## src/rtl/mem_trace_pkg.sv

```systemverilog
// Shared types and helpers for the data-memory write tracer.
// The stamp field of trace_entry_t exists only when TRACE_STAMP_EN is defined.
package mem_trace_pkg;

    localparam int unsigned IMG_OUT_BASE = 262144;
    localparam int unsigned DATA_LIMIT   = 4095;

    // Entry fields are sized for the widest supported configuration (8 regions, 32-bit address/data/stamp).
    localparam int ENTRY_RW      = 3;
    localparam int ENTRY_ADDR_W  = 32;
    localparam int ENTRY_DATA_W  = 32;
    localparam int ENTRY_STAMP_W = 32;

    typedef struct packed {
`ifdef TRACE_STAMP_EN
        logic [ENTRY_STAMP_W-1:0] stamp;
`endif
        logic [ENTRY_RW-1:0]      region;
        logic [ENTRY_ADDR_W-1:0]  offset;
        logic [ENTRY_DATA_W-1:0]  data;
    } trace_entry_t;

    function automatic logic [31:0] sat_inc(input logic [31:0] v, input int unsigned w);
        logic [31:0] max_v;
        max_v = (w >= 32) ? '1 : ((32'd1 << w) - 32'd1);
        return (v >= max_v) ? v : v + 32'd1;
    endfunction

endpackage

```

## src/rtl/mem_write_tracer_fifo.sv

```systemverilog
// Synchronous FIFO of trace entries; storage is cleared on reset so the head reads zero.
// A push into a full FIFO is accepted only when a pop happens in the same cycle.
module trace_fifo
    import mem_trace_pkg::*;
#(
    parameter int DEPTH = 16
) (
    input  logic                     clk_i,
    input  logic                     rst_i,
    input  logic                     push_i,
    input  trace_entry_t             push_entry_i,
    input  logic                     pop_i,
    output trace_entry_t             head_o,
    output logic                     valid_o,
    output logic                     full_o,
    output logic [$clog2(DEPTH):0]   level_o
);
    localparam int PW = $clog2(DEPTH);

    trace_entry_t  mem_q [DEPTH];
    logic [PW-1:0] wr_ptr_q;
    logic [PW-1:0] rd_ptr_q;
    logic [PW:0]   level_q;
    logic          do_pop;
    logic          do_push;

    assign valid_o = (level_q != '0);
    assign full_o  = (level_q == (PW+1)'(DEPTH));
    assign do_pop  = pop_i && valid_o;
    assign do_push = push_i && (!full_o || do_pop);
    assign head_o  = mem_q[rd_ptr_q];
    assign level_o = level_q;

    always_ff @(posedge clk_i) begin
        if (rst_i) begin
            for (int i = 0; i < DEPTH; i++) mem_q[i] <= '0;
            wr_ptr_q <= '0;
            rd_ptr_q <= '0;
            level_q  <= '0;
        end else begin
            if (do_push) begin
                mem_q[wr_ptr_q] <= push_entry_i;
                wr_ptr_q        <= wr_ptr_q + 1'b1;
            end
            if (do_pop) rd_ptr_q <= rd_ptr_q + 1'b1;
            level_q <= level_q + (PW+1)'(do_push) - (PW+1)'(do_pop);
        end
    end

endmodule

```

## src/rtl/mem_write_tracer.sv

```systemverilog
// Passive tracer on the data-memory write port: classifies writes by region, queues them, counts them.
// Optional per-entry cycle stamp enabled by defining TRACE_STAMP_EN.
module mem_write_tracer
    import mem_trace_pkg::*;
#(
    parameter int ADDR_W    = 32,
    parameter int DATA_W    = 32,
    parameter int N_REGIONS = 2,
    parameter int DEPTH     = 16,
    parameter logic [N_REGIONS*ADDR_W-1:0] REGION_BASE  = {ADDR_W'(IMG_OUT_BASE), ADDR_W'(0)},
    parameter logic [N_REGIONS*ADDR_W-1:0] REGION_LIMIT = {{ADDR_W{1'b1}}, ADDR_W'(DATA_LIMIT)},
    parameter int CNT_W     = 16,
    parameter int STAMP_W   = 32,
    localparam int RW       = (N_REGIONS > 1) ? $clog2(N_REGIONS) : 1
) (
    input  logic                        CLK,
    input  logic                        RST,
    input  logic [ADDR_W-1:0]           data_mem_address_i,
    input  logic [DATA_W-1:0]           data_mem_in_data_i,
    input  logic                        data_mem_WE_i,
    input  logic                        trace_en_i,
    input  logic                        clear_i,
    output logic                        trace_valid_o,
    input  logic                        trace_ready_i,
    output logic [RW-1:0]               trace_region_o,
    output logic [ADDR_W-1:0]           trace_offset_o,
    output logic [DATA_W-1:0]           trace_data_o,
`ifdef TRACE_STAMP_EN
    output logic [STAMP_W-1:0]          trace_stamp_o,
`endif
    output logic [N_REGIONS*CNT_W-1:0]  region_count_o,
    output logic [CNT_W-1:0]            unmatched_count_o,
    output logic [CNT_W-1:0]            dropped_count_o,
    output logic                        overflow_o,
    output logic [$clog2(DEPTH):0]      level_o
);
    logic              capture;
    logic              hit;
    logic [RW-1:0]     hit_idx;
    logic [ADDR_W-1:0] hit_base;
    logic              pop;
    logic              fifo_full;
    trace_entry_t      push_entry;
    trace_entry_t      head;

    logic [CNT_W-1:0]  region_cnt_q [N_REGIONS];
    logic [CNT_W-1:0]  region_cnt_d [N_REGIONS];
    logic [CNT_W-1:0]  unmatched_q, unmatched_d;
    logic [CNT_W-1:0]  dropped_q, dropped_d;
    logic              overflow_q, overflow_d;

    assign capture = data_mem_WE_i && trace_en_i && !clear_i;
    assign pop     = trace_valid_o && trace_ready_i;

    // Scan from the top down so the lowest-indexed matching region is the one left standing.
    always_comb begin
        hit      = 1'b0;
        hit_idx  = '0;
        hit_base = '0;
        for (int i = N_REGIONS - 1; i >= 0; i--) begin
            if (data_mem_address_i >= REGION_BASE[i*ADDR_W +: ADDR_W] &&
                data_mem_address_i <= REGION_LIMIT[i*ADDR_W +: ADDR_W]) begin
                hit      = 1'b1;
                hit_idx  = RW'(i);
                hit_base = REGION_BASE[i*ADDR_W +: ADDR_W];
            end
        end
    end

`ifdef TRACE_STAMP_EN
    logic [STAMP_W-1:0] stamp_q;

    always_ff @(posedge CLK) begin
        if (RST || clear_i) stamp_q <= '0;
        else                stamp_q <= stamp_q + 1'b1;
    end

    assign trace_stamp_o = head.stamp[STAMP_W-1:0];
`else
    localparam logic [31:0] UNUSED_STAMP_W = 32'(STAMP_W);
`endif

    always_comb begin
        push_entry        = '0;
        push_entry.region = ENTRY_RW'(hit_idx);
        push_entry.offset = ENTRY_ADDR_W'(data_mem_address_i - hit_base);
        push_entry.data   = ENTRY_DATA_W'(data_mem_in_data_i);
`ifdef TRACE_STAMP_EN
        push_entry.stamp  = ENTRY_STAMP_W'(stamp_q);
`endif
    end

    trace_fifo #(.DEPTH(DEPTH)) u_fifo (
        .clk_i        (CLK),
        .rst_i        (RST || clear_i),
        .push_i       (capture && hit),
        .push_entry_i (push_entry),
        .pop_i        (trace_ready_i),
        .head_o       (head),
        .valid_o      (trace_valid_o),
        .full_o       (fifo_full),
        .level_o      (level_o)
    );

    assign trace_region_o = head.region[RW-1:0];
    assign trace_offset_o = head.offset[ADDR_W-1:0];
    assign trace_data_o   = head.data[DATA_W-1:0];

    logic unused_head;
    assign unused_head = ^head;

    always_comb begin
        region_cnt_d = region_cnt_q;
        unmatched_d  = unmatched_q;
        dropped_d    = dropped_q;
        overflow_d   = overflow_q;
        if (capture) begin
            if (hit) begin
                region_cnt_d[hit_idx] = CNT_W'(sat_inc(32'(region_cnt_q[hit_idx]), CNT_W));
                if (fifo_full && !pop) begin
                    dropped_d  = CNT_W'(sat_inc(32'(dropped_q), CNT_W));
                    overflow_d = 1'b1;
                end
            end else begin
                unmatched_d = CNT_W'(sat_inc(32'(unmatched_q), CNT_W));
            end
        end
    end

    always_ff @(posedge CLK) begin
        if (RST || clear_i) begin
            region_cnt_q <= '{default: '0};
            unmatched_q  <= '0;
            dropped_q    <= '0;
            overflow_q   <= 1'b0;
        end else begin
            region_cnt_q <= region_cnt_d;
            unmatched_q  <= unmatched_d;
            dropped_q    <= dropped_d;
            overflow_q   <= overflow_d;
        end
    end

    always_comb begin
        region_count_o = '0;
        for (int i = 0; i < N_REGIONS; i++) region_count_o[i*CNT_W +: CNT_W] = region_cnt_q[i];
    end

    assign unmatched_count_o = unmatched_q;
    assign dropped_count_o   = dropped_q;
    assign overflow_o        = overflow_q;

endmodule
```

## config.mk

```make
export PLATFORM = sky130hd
export DESIGN_NAME = mem_write_tracer
export DESIGN_NICKNAME = d
export VERILOG_FILES = /design/src/rtl/mem_trace_pkg.sv /design/src/rtl/mem_write_tracer_fifo.sv /design/src/rtl/mem_write_tracer.sv
export SDC_FILE = /design/constraint.sdc
export NUM_CORES = 1
export LEC_CHECK = 0
export BUFFER_PORTS_ARGS = -buffer_cell sky130_fd_sc_hd__buf_2
export CAP_MARGIN = 5
export CORE_UTILIZATION = 62
export DETAILED_ROUTE_END_ITERATION = 8
export GPL_TIMING_DRIVEN = 0
export HOLD_SLACK_MARGIN = 0.06
export PLACE_DENSITY = 0.8
export REMOVE_ABC_BUFFERS = 1
export SLEW_MARGIN = 20
export SYNTH_ARGS = -nofsm -noshare
export SYNTH_HDL_FRONTEND = slang
export SYNTH_SLANG_ARGS = --single-unit
```

## constraint.sdc

```tcl
create_clock -name CLK -period 5.3 [get_ports CLK]
set_clock_uncertainty 0.05 [all_clocks]
set_input_delay 1.06 -clock CLK [delete_from_list [all_inputs] [get_ports CLK]]
set_output_delay 1.06 -clock CLK [all_outputs]
set_load 0.01 [all_outputs]
```

==> results.yml <==
critical_path:
  startpoint_type: "input pin"
  arrival_ns: 5.61
  crit_type: "in2reg"
  cp-end-kind: "flop"
  required_ns: 5.66
  r2r_slack_ns: 0.92
  crit_path_max_fanout: 34
pwr:
  max-vdd-ir-drop_mv: 0.266
  power_density_mw_per_mm2: 349
  power_leakage_nw: 21.7
die:
  start_util_pct: 62.5
  core_area_mm2: 0.0804
  io_pins: 206
  chipWidth_um: 287
  die-area_mm2: 0.0822
  row_count: 104
  die_y_um: 287
route:
  drt-total-wl_um: 139000
  firstDrtPassIters: 6
  drtAntennaViolNets: 0
  vias_per_cell: 6.75
  post_drt_wl_per_cell_um: 30.2
  detail_route.drc_violations: 0
  drt_iter0_markers: 4177
  vias: 31000
synthesis:
  async_flop_share_pct: 0
  synth-edff-count: 1040
  yosysUniqueCellTypes: 57
  synth-seq-cells: 1122
  synth_area_per_cell_um2: 15.4
  ys_seq_area_share_pct: 65.4
  synthCells: 3265
  synthFlopType: "edfxtp_1"
  synth_area_mm2: 0.0503
  yosysWarnings: 0
sta:
  fin_crit_ns: 5.25
  max_freq_mhz: 190
  relSlewSlack_pct: 19.1
  fin_setup_tns_ns: 0
  fin_crit_sh_pct: 99.1
  worstMarginPinSlew_ns: 1.21
  layout_setup_ws_ns: 0.0474
  finalSetupViolCount: 0
  maxSlewViolCount: 0
  hold_viol: 0
  rsz0062_at_grt: "false"
cells_and_area:
  post-route-util_pct: 71.8
  final_nets: 3524
  area_growth_pct: 14.9
  stdcell_count: 4598
  design_area_mm2: 0.0578
  final_layout_size_suffix_gt1_share_pct: 25.2
clock_tree:
  cts_tree: "built"
  clkTransAtPathRegs_ns: 0.06
  cts.sinks: 1122
  clkLatencyLatePin_ns: 0.69
  cts_root_buf: "clkbuf_16"
  post_cts_buffers: 0
  cts_max_level: 3
  cts_buffers: 112
  cts_max_path_buffers: 3
place:
  placed_cells: 4383
  portBuffers: 205
  gp_congestion: 0.798
  placedInstanceArea_mm2: 0.0539
  dp_hpwl_um: 81400
  pre_cts_slack_ns: -0.948
hold_path:
  holdCritPathClass: "reg2reg"
global_routing:
  grt_max_degree: 74
  grt_pass1_wl_um: 202000
  grt_overflow: 0
  grt_pass1_vias: 31600
  grt_antenna_before_repair: 14
  grtUsageTotal_pct: 34.1
job:
  cap_violations: 0
status:
  status: "complete, no violations"
[worst max-delay path: stages]
cell	delay, ns
buf_2	0.14
nor4_2	0.44
and4_2	0.34
buf_12	0.21
inv_4	0.15
o211ai_4	0.70
inv_2	0.41
nand3_1	0.95
nand2_4	0.66
buf_16	0.43
[report_power, final]
group	internal [mW]	switching, mW	leakage [nW]	total (mW)
Clock	4.73	3.45	1.85	8.18
Combinational	0.843	0.999	7.56	1.84
Sequential	9.99	0.147	12.3	10.1
Total	15.6	4.60	21.7	20.2
[per-stage QoR]
stage	hold WS, ns	total power, mW
after global routing	0.459	20.6
after global placement	0.402	12.3
after CTS	0.432	20.2
final	0.432	20.2
after floorplan	0.431	11.7
after detailed placement	0.421	12.1
[placed cells by master (no fill, tap or decap), types with 10 or more instances in the layout]
cell type and n:
buf_16 32, nand2_4 16, o31ai_1 19, o21ai_0 17, buf_6 16, nand4_1 18
edfxtp_1 1040, inv_1 22, clkbuf_16 113, or4_1 23, nand3_1 41, mux2i_1 17
nand2_1 60, mux4_2 325, buf_8 17, nor4_1 11, clkinv_1 22, bufinv_16 16
nor2_1 282, dfxtp_1 78, buf_2 205, clkinv_2 23, and2_1 804, ha_1 16
a21oi_1 47, buf_4 34, clkbuf_1 13, or3_1 25, buf_12 21, nor3_1 10
[Yosys cell counts (all sizes together) (7+ instances only)]
master	instances	area share [%]
nor2	283	2.1
nand4	18	0.22
and3	13	0.16
xnor2	17	0.30
xor2	8	0.14
clkbuf	214	1.6
or3	25	0.31
mux2i	17	0.34
ha	16	0.40
a31oi	7	0.087
nand2	76	0.57
and4	9	0.16
nor3	24	0.30
nor4	13	0.19
buf	53	0.48
o31ai	19	0.28
edfxtp	1040	62
a21oi	47	0.47
dfxtp	82	3.3
inv	24	0.18
or4	24	0.37
nand3	43	0.43
o21ai	17	0.17
and2	804	10
mux4	325	15
[state kept, by name, summed over array words and instances (netlist names), named ones only]
name	cells
region_count_o	32
dropped_count_o	16
overflow_o	1
unmatched_count_o	16
u_fifo.level_o	5
u_fifo.wr_ptr_q	4
u_fifo.rd_ptr_q	4
u_fifo.mem_q	1040
[path summary, 6_finish.rpt]
kind                          startpoint              endpoint  cells past startpoint
setup / recovery  data_mem_address_i[22]  u_fifo.mem_q[15][36]                     10
hold / removal                overflow_o            overflow_o                      2
setup reg to reg       u_fifo.level_o[3]  u_fifo.mem_q[15][36]                      8
hold reg to reg               overflow_o            overflow_o                      2
[logic make-up (layout without fill, tap and decap cells)]
kind of cell | Yosys count | count (layout) | synth area share [%]
xor gates and xnor gates | 25 | 25 | 0.435
AOI/OAI and AO/OA | 118 | 118 | 1.50
and+or+nand+nor | 1349 | 1349 | 15.1
adders and majority gates | 17 | 17 | 0.438
buffers and inverters | 291 | 557 | 2.26
muxes | 343 | 343 | 14.9
other | 0 | 7 | 0
DFF | 1122 | 1122 | 65.4
[metal layers]
metal | wire length [um] | vias up | GRT usage (%)
met5 | 73 | - | 0
met4 | 6630 | 10 | 14.6
met3 | 16800 | 504 | 7.89
met2 | 69600 | 2429 | 56.9
met1 | 45900 | 15600 | 43.2
li1 | - | 12500 | -
[layout make-up]
class	count	area, um^2
Sequential cell	1122	32900
Fill cell	4707	22700
Multi-Input combinational cell	1852	16600
Timing Repair Buffer	325	3020
Clock buffer	128	2900
Tap cell	1060	1330
Clock inverter	80	908
Inverter	24	92.6
Antenna cell	7	17.5
[repair_timing]
| item | CTS | global route |
|---|---|---|
| cloned | 0 | 0 |
| setup endpoints to repair | 388 | 66 |
| hold buffers | 0 | 0 |
| gates resized for setup | 1 | 2 |
| pin swaps | 0 | 0 |
Note: power is estimated with default switching activity, not from simulation.
